[src/rtl/prod_bcd_pkg.sv]
// Shared types and constants for the product-to-BCD converter.
package prod_bcd_pkg;

  typedef enum logic [1:0] {
    IDLE  = 2'd0,
    SHIFT = 2'd1,
    DONE  = 2'd2
  } state_e;

  localparam int unsigned DIGIT_W    = 4;
  localparam int unsigned ADJ_THRESH = 5;
  localparam int unsigned ADJ_ADD    = 3;

  // Shift counter width; never narrower than one bit.
  function automatic int unsigned cnt_w(input int unsigned width);
    return (width > 1) ? $clog2(width) : 1;
  endfunction

endpackage

[src/rtl/bcd_digit_adj.sv]
// Double-dabble digit correction: add 3 to a BCD digit of 5 or more before it is doubled.
module bcd_digit_adj
  import prod_bcd_pkg::*;
(
  input  logic [DIGIT_W-1:0] digit_i,
  output logic [DIGIT_W-1:0] digit_o
);

  always_comb begin
    digit_o = digit_i;
    if (digit_i >= DIGIT_W'(ADJ_THRESH)) begin
      digit_o = digit_i + DIGIT_W'(ADJ_ADD);
    end
  end

endmodule

[src/rtl/prod_bcd_conv.sv]
// Iterative binary-to-packed-BCD converter, one bit per clock, valid/ready on both sides.
module prod_bcd_conv
  import prod_bcd_pkg::*;
#(
  parameter int unsigned WIDTH  = 16,
  parameter int unsigned DIGITS = 5
) (
  input  logic                      clk,
  input  logic                      rst_n,
  input  logic                      in_valid,
  output logic                      in_ready,
  input  logic [WIDTH-1:0]          bin_in,
  output logic                      out_valid,
  input  logic                      out_ready,
  output logic [DIGIT_W*DIGITS-1:0] bcd_out,
  output logic                      busy
);

  localparam int unsigned BCD_W = DIGIT_W * DIGITS;
  localparam int unsigned CNT_W = cnt_w(WIDTH);

  state_e             state_q, state_d;
  logic [WIDTH-1:0]   bin_q, bin_d;
  logic [BCD_W-1:0]   acc_q, acc_d;
  logic [CNT_W-1:0]   cnt_q, cnt_d;
  logic [BCD_W-1:0]   bcd_out_q, bcd_out_d;
  logic               in_ready_q, in_ready_d;
  logic               out_valid_q, out_valid_d;
  logic               busy_q, busy_d;

  logic [BCD_W-1:0]       adj_c;
  logic [BCD_W+WIDTH-1:0] shifted_c;

  for (genvar g = 0; g < DIGITS; g++) begin : g_adj
    bcd_digit_adj u_adj (
      .digit_i (acc_q[g*DIGIT_W +: DIGIT_W]),
      .digit_o (adj_c[g*DIGIT_W +: DIGIT_W])
    );
  end

  // The top adjusted bit falls off here; with DIGITS at its bound it is always zero.
  assign shifted_c = {adj_c, bin_q} << 1;

  always_comb begin
    state_d     = state_q;
    bin_d       = bin_q;
    acc_d       = acc_q;
    cnt_d       = cnt_q;
    bcd_out_d   = bcd_out_q;
    in_ready_d  = 1'b0;
    out_valid_d = 1'b0;
    busy_d      = 1'b0;

    unique case (state_q)
      IDLE: begin
        if (in_valid) begin
          bin_d   = bin_in;
          acc_d   = '0;
          cnt_d   = '0;
          state_d = SHIFT;
        end
      end
      SHIFT: begin
        acc_d = shifted_c[BCD_W+WIDTH-1:WIDTH];
        bin_d = shifted_c[WIDTH-1:0];
        cnt_d = cnt_q + CNT_W'(1);
        if (cnt_q == CNT_W'(WIDTH - 1)) begin
          bcd_out_d = shifted_c[BCD_W+WIDTH-1:WIDTH];
          state_d   = DONE;
        end
      end
      DONE: begin
        if (out_ready) begin
          state_d = IDLE;
        end
      end
      default: state_d = IDLE;
    endcase

    // Status flags are registered copies of the upcoming state.
    unique case (state_d)
      IDLE:    in_ready_d  = 1'b1;
      SHIFT:   busy_d      = 1'b1;
      DONE:    out_valid_d = 1'b1;
      default: in_ready_d  = 1'b0;
    endcase
  end

  always_ff @(posedge clk) begin
    if (!rst_n) begin
      state_q     <= IDLE;
      bin_q       <= '0;
      acc_q       <= '0;
      cnt_q       <= '0;
      bcd_out_q   <= '0;
      in_ready_q  <= 1'b1;
      out_valid_q <= 1'b0;
      busy_q      <= 1'b0;
    end else begin
      state_q     <= state_d;
      bin_q       <= bin_d;
      acc_q       <= acc_d;
      cnt_q       <= cnt_d;
      bcd_out_q   <= bcd_out_d;
      in_ready_q  <= in_ready_d;
      out_valid_q <= out_valid_d;
      busy_q      <= busy_d;
    end
  end

  assign in_ready  = in_ready_q;
  assign out_valid = out_valid_q;
  assign busy      = busy_q;
  assign bcd_out   = bcd_out_q;

endmodule

[config.mk]
export PLATFORM = sky130hd
export DESIGN_NAME = prod_bcd_conv
export DESIGN_NICKNAME = d
export VERILOG_FILES = /design/src/rtl/prod_bcd_pkg.sv /design/src/rtl/bcd_digit_adj.sv /design/src/rtl/prod_bcd_conv.sv
export SDC_FILE = /design/constraint.sdc
export NUM_CORES = 1
export LEC_CHECK = 0
export CAP_MARGIN = 40
export CORE_MARGIN = 5
export CORE_UTILIZATION = 57
export CTS_CLUSTER_DIAMETER = 100
export DETAILED_ROUTE_END_ITERATION = 10
export HOLD_SLACK_MARGIN = 0.12
export PLACE_DENSITY = 0.83
export SETUP_SLACK_MARGIN = 0.4
export SLEW_MARGIN = 10
export SYNTH_ARGS = -nofsm -noshare
export SYNTH_HDL_FRONTEND = slang
export SYNTH_SLANG_ARGS = --single-unit
[constraint.sdc]
create_clock -name clk -period 3.9 [get_ports clk]
set_clock_uncertainty 0.1 [all_clocks]
set_input_delay 0.39 -clock clk [delete_from_list [all_inputs] [get_ports clk]]
set_output_delay 0.39 -clock clk [all_outputs]
set_load 0.005 [all_outputs]
Word level (Yosys, flattened, before mapping)
Index checks and enable logic that the tools add are counted.
Widths: inputs -> output; s select.
{"block": "totals", "inputBits": 20, "out_inout_bits": 23, "reg_bits": 65, "elab_cells": 48}
{"block": "classes", "reduce_logical": 5, "eq_ne": 6, "magnitude_cmp": 5, "n_addsub": 6, "muxes": 18}
{"op": "$pmux 20 s2", "n": 1}
{"op": "$pmux 16 s2", "n": 1}
{"op": "$ge 4x3->1 const B", "n": 5}
{"op": "$mux 20", "n": 1}
{"op": "$mux 4", "n": 5}
{"op": "$add 4x2->4 const B", "n": 4}
{"op": "$mux 16", "n": 1}
{"op": "$pmux 4 s2", "n": 1}
{"op": "$mux 2", "n": 3}
{"op": "$pmux 2 s3", "n": 1}
{"op": "$add 4x1->4 const B", "n": 1}
{"op": "$eq 2x1->1 const B", "n": 2}
{"op": "$eq 2x2->1 const B", "n": 2}
{"op": "$eq 4x4->1 const B", "n": 1}
{"op": "$logic_not 2->1", "n": 2}
{"op": "$reduce_and 2->1", "n": 2}
{"op": "$add 3x2->3 const B", "n": 1}
{"op": "$mux 1", "n": 3}
{"op": "$mux 3", "n": 1}
{"op": "$ne 2x2->1 const B", "n": 1}
{"op": "$reduce_bool 2->1", "n": 1}

Logic depth before layout (Yosys ltp)
Gate-level depths: netlist of the first run.
{"block": "logic_depth", "ltp_word": 5, "ltp_mapped": 7}

By module
A second synthesis of the first run with hierarchy kept.
{"block": "unflattened", "cells_unflattened": 344, "hier_area_um2": 2964.1}
{"mod": "prod_bcd_conv", "area_per_inst_um2": 2457.4, "seq_area_each_um2": 1301.2, "instances": 1, "cells_per_inst": 264}
{"mod": "bcd_digit_adj", "area_per_inst_um2": 101.3, "seq_area_each_um2": 0.0, "instances": 5, "cells_per_inst": 16}

Worst setup path before layout of the first run
No wires, ideal clock.
{"block": "synth_timing", "path_kind": "register to register", "start": "register acc_q[8]", "end": "register bcd_out_q[10], in the netlist bcd_out[10]", "t_arrival_ps": 1385, "n_path_buf": 0, "stages_incl_launch_ff": 7, "slack_ps": 2340, "setup_ps": 75, "t_required_ps": 3725, "cell_sequence": "dfxtp_1 inv_1 ha_1 nand2b_1 a21oi_1 mux2_2 o22ai_1"}
{"block": "synth_between", "elab_chain_len": 2, "elab_cells_between_ends": 3}
{"element": "start: declaration", "line": "prod_bcd_conv.sv:24", "source": "logic [BCD_W-1:0] acc_q, acc_d;"}
{"element": "start signal: assignment", "line": "prod_bcd_conv.sv:93", "source": "acc_q <= '0;"}
{"element": "start signal: assignment", "line": "prod_bcd_conv.sv:102", "source": "acc_q <= acc_d;"}
{"element": "$add 4x2->4 / $ge 4x3->1 (equally long branches)", "line": "bcd_digit_adj.sv:12, bcd_digit_adj.sv:11"}
{"element": "$mux 4 (*)", "line": "bcd_digit_adj.sv:11", "source": "if (digit_i >= DIGIT_W'(ADJ_THRESH)) begin"}
{"element": "end signal: assignment", "line": "prod_bcd_conv.sv:104", "source": "bcd_out_q <= bcd_out_d;"}
{"element": "end: declaration", "line": "prod_bcd_conv.sv:26", "source": "logic [BCD_W-1:0] bcd_out_q, bcd_out_d;"}
Mark *: on every way between the ends. The rest lies on a longest branch, timed or not.
A chain may end at the register's enable or synchronous reset.

Worst setup path after layout of the first run
{"block": "layout_timing", "start": "register state_q[1]", "end": "register bcd_out_q[17], in the netlist bcd_out[17]"}
{"block": "layout_between", "elab_chain_len": 2}
{"element": "start: declaration", "line": "prod_bcd_conv.sv:22", "source": "state_e state_q, state_d;"}
{"element": "start signal: assignment", "line": "prod_bcd_conv.sv:100", "source": "state_q <= state_d;"}
{"element": "$eq 2x1->1", "line": "prod_bcd_conv.sv:54", "source": "unique case (state_q)"}
{"element": "$reduce_and 2->1 (no line)"}
No other way between the ends.

==> reports/results.ini, run 1 <==
[die]
die_area_mm2 = 0.006472
die_w_um = 80.45
fp.dieH_um = 80.45
core.rowCount = 25
pin_count = 43
start_util_pct = 59.11
core_mm2 = 0.004786

[logic_synthesis]
synth.most_common_cell = dfxtp_1
yosys.area_share.adder_pct = 4.865
seq_area_frac_synth_pct = 46.00
synth_nets = 348
synthDistinctLibCells = 35
synth_simple_gate_area_share_pct = 14.46
synth-seq-cells = 65
syn_inst = 317
ys.flop_type = dfxtp_1
synth-xor-area-share_pct = 1.548
yosysTopAreaCell = dfxtp_1
muxShareOfSynthArea_pct = 2.344
synth_area_mm2 = 0.002829
synth_compound_gate_area_share_pct = 25.39
async_flop_share_pct = 0
synth_top_area_share_pct = 46.00
synth_common_cells = dfxtp_1, o21ai_0, a21oi_1
synth_edf_count = 0
synth_area_leaders = dfxtp_1, o21ai_0, a21oi_1
synth_top_family_by_area = compound AO/OA/AOI/OAI gates
synth_area_per_cell_um2 = 8.924
yosysWarnings = 0

[power_and_ir_drop]
powerDensity_mw_per_mm2 = 374.7
leakage_uw = 0.001245
vdd.ir_drop.worst_v = 0.0003208

[clock_network]
cts_made_buffers = 9
ctsResizeCount = 0
htreeDepth = 3
root_buffer = clkbuf_8
clock_sinks = 65
cts.reportedPaths.clkPinSlew_ns = 0.06
cts_setup_buffers = 0
cts_tree = yes
clk_latency_ns = 0.33
clk_path_buf_depth = 2
ctsHoldBuffers = 0

[setup_path]
cp_data_required_time_ns = 4.06
reg2reg_slack_ns = 1.93
path_max_fanout = 32
critPathKind = flop to flop
cp-end-kind = flop
worstSetupStartpointType = flop
critical-path-slowest-cell = nor2_8
arrival_ns = 2.13
crit_chain = nand2b_1 -> nor2_8 -> nand2_2 -> o22ai_1
crit_path_max_incr_delay_ns = 0.49
r2r_cells = 4

[place]
port_buffers = 42
hpwl_mm = 4.022
dp_cells = 411
gp_congestion = 0.7983

[finish]
multiInputGateArea_mm2 = 0.001375
n_antenna_cell = 0
drive_gt1_share_pct = 6.704
nets = 386
fin_cells = 425
syn_to_final_growth_pct = 20.57
final_util_pct = 71.27
ff_latch_area_mm2 = 0.001301
fillers = 392

[sta]
slew_violations = 0
setup_viol = 0
setup_tns_ns = 0
max_freq_mhz = 507.4
hold_violations = 0
rsz0062_at_grt = no
period_share_pct = 50.53
worst_slew_pin_slew_ns = 0.5069
hold_ws_ns = 0.3672
slew_headroom_pct = 66.12
fin_crit_ns = 1.971

[global_route]
grt_max_degree = 46
grt_first_pass_wirelength_mm = 10.04
antenna_found_initial = 0
grt_pass1_vias = 2208
gr-total-overflow = 0
grt_usage_pct = 19.71

[detailed_routing]
via_count = 2431
drt_iter0_drc = 179
wire_per_inst_um = 14.36
dr.pass1.iters = 5
ant_nets = 0
drc = 0
viasPerCell = 5.720
drt_wl_total_mm = 6.101

[run_status]
outcome = complete, no violations

[worst_hold_path]
hold_depth = 2
hp-class = flop to flop

[run]
maxCapViolations = 0

area by class of cell:
class,count,share of cell area (%)
multi-input combinational,222,40.32
sequential,65,38.15
timing repair buffer,45,12.99
clock buffer,14,4.769
tap,67,2.458
inverter,12,1.321
metrics by stage:
stage	power [µW]	area, µm²	setup WS, ns
2_1_floorplan	766.0	2829	2.340
3_3_place_gp	797.9	3241	1.611
3_5_place_dp	801.4	3248	1.841
4_1_cts	1289	3411	1.926
5_1_grt	1334	3411	1.807
6_report	1278	3411	1.929
cell usage in the layout, fill, tap and decap left out, types with 2 or more instances in the layout:
master            n
dfxtp_1          65
o21ai_0          44
clkdlybuf4s50_1  42
a21oi_1          35
nand2_1          33
o22ai_1          25
inv_1            11
ha_1             11
clkbuf_8         11
nor3b_1           9
nand3_1           8
nor3_1            7
o211a_1           7
nand2b_1          6
xnor2_1           5
a21boi_0          5
mux2_2            5
nor2b_1           4
nor2_1            3
clkbuf_1          3
buf_4             3
nor2_8            2
a22oi_1           2
o21a_1            2
layer usage:
| layer | track usage, % | share of wire (%) |
|---|---|---|
| met1 | 25.17 | 44 |
| met2 | 31.95 | 48 |
| met5 | 0 | 0 |
| met4 | 7.095 | 1.6 |
| met3 | 5.157 | 6.4 |
power breakdown:
| group | leakage (µW) | internal [µW] | switching (µW) |
|---|---|---|---|
| sequential | 0.000529 | 683 | 10.6 |
| combinational | 0.000633 | 44.3 | 50.1 |
| clock | 0.0000826 | 259 | 231 |
| total | 0.00124 | 987 | 291 |
worst paths after layout:
check | start | endpoint
worst min-delay path | bcd_out[14]$_SDFFE_PN0P_ | bcd_out[14]$_SDFFE_PN0P_
worst max register to register | state_q[1]$_SDFF_PN0_ | bcd_out[17]$_SDFFE_PN0P_
worst max-delay path | state_q[1]$_SDFF_PN0_ | bcd_out[17]$_SDFFE_PN0P_
worst min register to register | bcd_out[14]$_SDFFE_PN0P_ | bcd_out[14]$_SDFFE_PN0P_
critical path, delay by kind of cell, from the launching register on:
| kind | cells | cell delay, ns |
|---|---|---|
| simple gates | 3 | 1.17 |
| compound gates | 1 | 0.22 |
| flops | 1 | 0.40 |
logic make-up after synthesis:
| group | Yosys count |
|---|---|
| multiplexers | 6 |
| AO/OA/AOI/OAI | 124 |
| XOR/XNOR | 5 |
| adder cells (fa/ha/maj) | 11 |
| buffers and inverters | 30 |
| AND/OR/NAND/NOR | 76 |
| flip-flops | 65 |
registers in the layout, indices dropped and copies added (netlist names):
name	cells
acc_q	20
state_q	2
in_ready	1
bin_q	16
busy	1
bcd_out	20
out_valid	1
cnt_q	4
Note: power is estimated with default switching activity, not from simulation.
==> run 2: changes to the inputs <==
Settings changed: CORE_UTILIZATION 57 to 53, PLACE_DENSITY 0.83 to 0.78.
Clock period 3.9 ns to 2 ns, I/O delays scaled along.
==> run 2 against run 1 <==
Against the previous run:
- sequential cell count unchanged
- die area up 6.6%
- utilization up 1.9 points
- register-to-register slack worse by 1.5 ns
- clock power up 120%
- critical path type unchanged
- highest routed layer unchanged
==> reports/results.ini, run 2 (synthesized netlist as in run 1, its figures left out) <==
[power_and_ir_drop]
p_total_uw = 2617
clkPwrFrac_pct = 40.6
powerDensity_mw_per_mm2 = 696.2
swShare_pct = 22.90
vdd.ir_drop.worst_v = 0.0004467
p_comb_share_pct = 7.7
seqPwrFrac_pct = 51.7
p_int_uw = 2017
leakage_uw = 0.001402
power.switching_uw = 599.2

[global_route]
grt_usage_pct = 19.43
grt_pass1_vias = 2493
grt_max_degree = 28
gr-total-overflow = 0
grt_first_pass_wirelength_mm = 11.15
antenna_found_initial = 0

[die]
core_mm2 = 0.005140
fp.dieH_um = 83.06
core.rowCount = 26
start_util_pct = 55.04
die_w_um = 83.06
pin_count = 43
die_area_mm2 = 0.006899

[sta]
setup_tns_ns = 0
hold_violations = 0
fin_crit_ns = 1.566
rsz0062_at_grt = yes
worst_slew_pin_slew_ns = 0.3404
slew_headroom_pct = 77.13
max_freq_mhz = 638.5
setup_viol = 0
slew_violations = 0
period_share_pct = 78.31

[place]
gp_congestion = 0.7996
port_buffers = 42
dp_cells = 420
hpwl_mm = 4.271

[clock_network]
clk_latency_ns = 0.34
cts_tree = yes
cts.reportedPaths.clkPinSlew_ns = 0.07
cts_made_buffers = 9
clk_path_buf_depth = 2
clock_sinks = 65
htreeDepth = 3
root_buffer = clkbuf_8

[setup_path]
path_max_fanout = 5
startpoint = acc_q[16]$_SDFFE_PN0P_
worstSetupStartpointType = flop
critPathKind = flop to flop
path_buf_inv = 1
arrival_ns = 1.73
r2r_start = acc_q[16]$_SDFFE_PN0P_
cpLargestDelayFamily = multiplexers
cp_data_required_time_ns = 2.17
crit_chain = inv_1 -> ha_4 -> nand2b_1 -> a21oi_2 -> mux2_4 -> o21ai_0
critical-path-slowest-cell = mux2_4
cp-end-kind = flop
crit_path_max_incr_delay_ns = 0.34

[detailed_routing]
dr.pass1.iters = 5
wire_per_inst_um = 15.27
viasPerCell = 5.569
drt_iter0_drc = 146
ant_nets = 0
drc = 0
drt_wl_total_mm = 6.733
via_count = 2456

[finish]
syn_to_final_growth_pct = 32.86
drive_gt1_share_pct = 20.22
final_cell_mix = dfxtp_1, clkdlybuf4s50_1, o21ai_0
mostFrequentLayoutCell = dfxtp_1
nets = 399
fin_cells = 441
n_antenna_cell = 0

[run_status]
outcome = complete, no violations

[worst_hold_path]
holdCritStartpoint = acc_q[1]$_SDFFE_PN0P_
hp-class = flop to flop

[run]
maxCapViolations = 0

[run 2: path summary, 6_finish.rpt]
path                            end  slack [ns]  depth (start not counted)
max          acc_q[18]$_SDFFE_PN0P_        0.43                          6
min           acc_q[1]$_SDFFE_PN0P_        0.36                          2
max reg2reg  acc_q[18]$_SDFFE_PN0P_        0.43                          6
min reg2reg   acc_q[1]$_SDFFE_PN0P_        0.36                          2
[run 2: timing repair]
action,in CTS,in global routing
hold buffers,0,0
pin swaps,6,6
setup endpoints to repair,43,46
buffers inserted,6,1
gates resized for setup,25,30
[run 2: stage by stage]
stage,util [%],worst slack (ns),area [µm²],hold WS (ns)
detailed placement,64.39,0.2611,3309,0.3588
finish,73.13,0.4338,3759,0.3586
global route,73.13,0.3303,3759,0.3913
CTS,70.67,0.4007,3632,0.3648
global placement,64.39,0.2782,3309,0.3473
floorplan,-,0.4398,2829,0.2875
[run 2: power by group through the flow]
| stage | combinational, µW | clock (µW) | sequential [µW] |
|---|---|---|---|
| 2_1_floorplan | 120 | 0 | 1370 |
| 3_3_place_gp | 187 | 0 | 1380 |
| 3_5_place_dp | 191 | 0 | 1380 |
| 4_1_cts | 195 | 1070 | 1350 |
| 5_1_grt | 222 | 1110 | 1360 |
| 6_report | 201 | 1060 | 1350 |
[run 2: layout make-up]
class / instances / area, µm²
well taps: 70 / 87.58
repair buffers: 58 / 565.5
fillers: 406 / 1381
inverters: 12 / 47.55
clock buffers: 10 / 137.6
clock inverters: 4 / 45.04
multi-input cells: 222 / 1565
flip-flops and latches: 65 / 1310
[run 2: per-layer routing]
layer  routed length [µm]  up-vias  GRT usage (%)
li1                     -     1232              -
met1                 2979     1173          23.62
met2                 3430       44          32.87
met3                  244        7          3.762
met4                   78        0          9.212
met5                    0        -              0
[run 2: tightest hold or removal path, stage by stage (launching register included)]
cell     delay, ns
dfxtp_2       0.33
nand2_1       0.05
o21ai_1       0.05
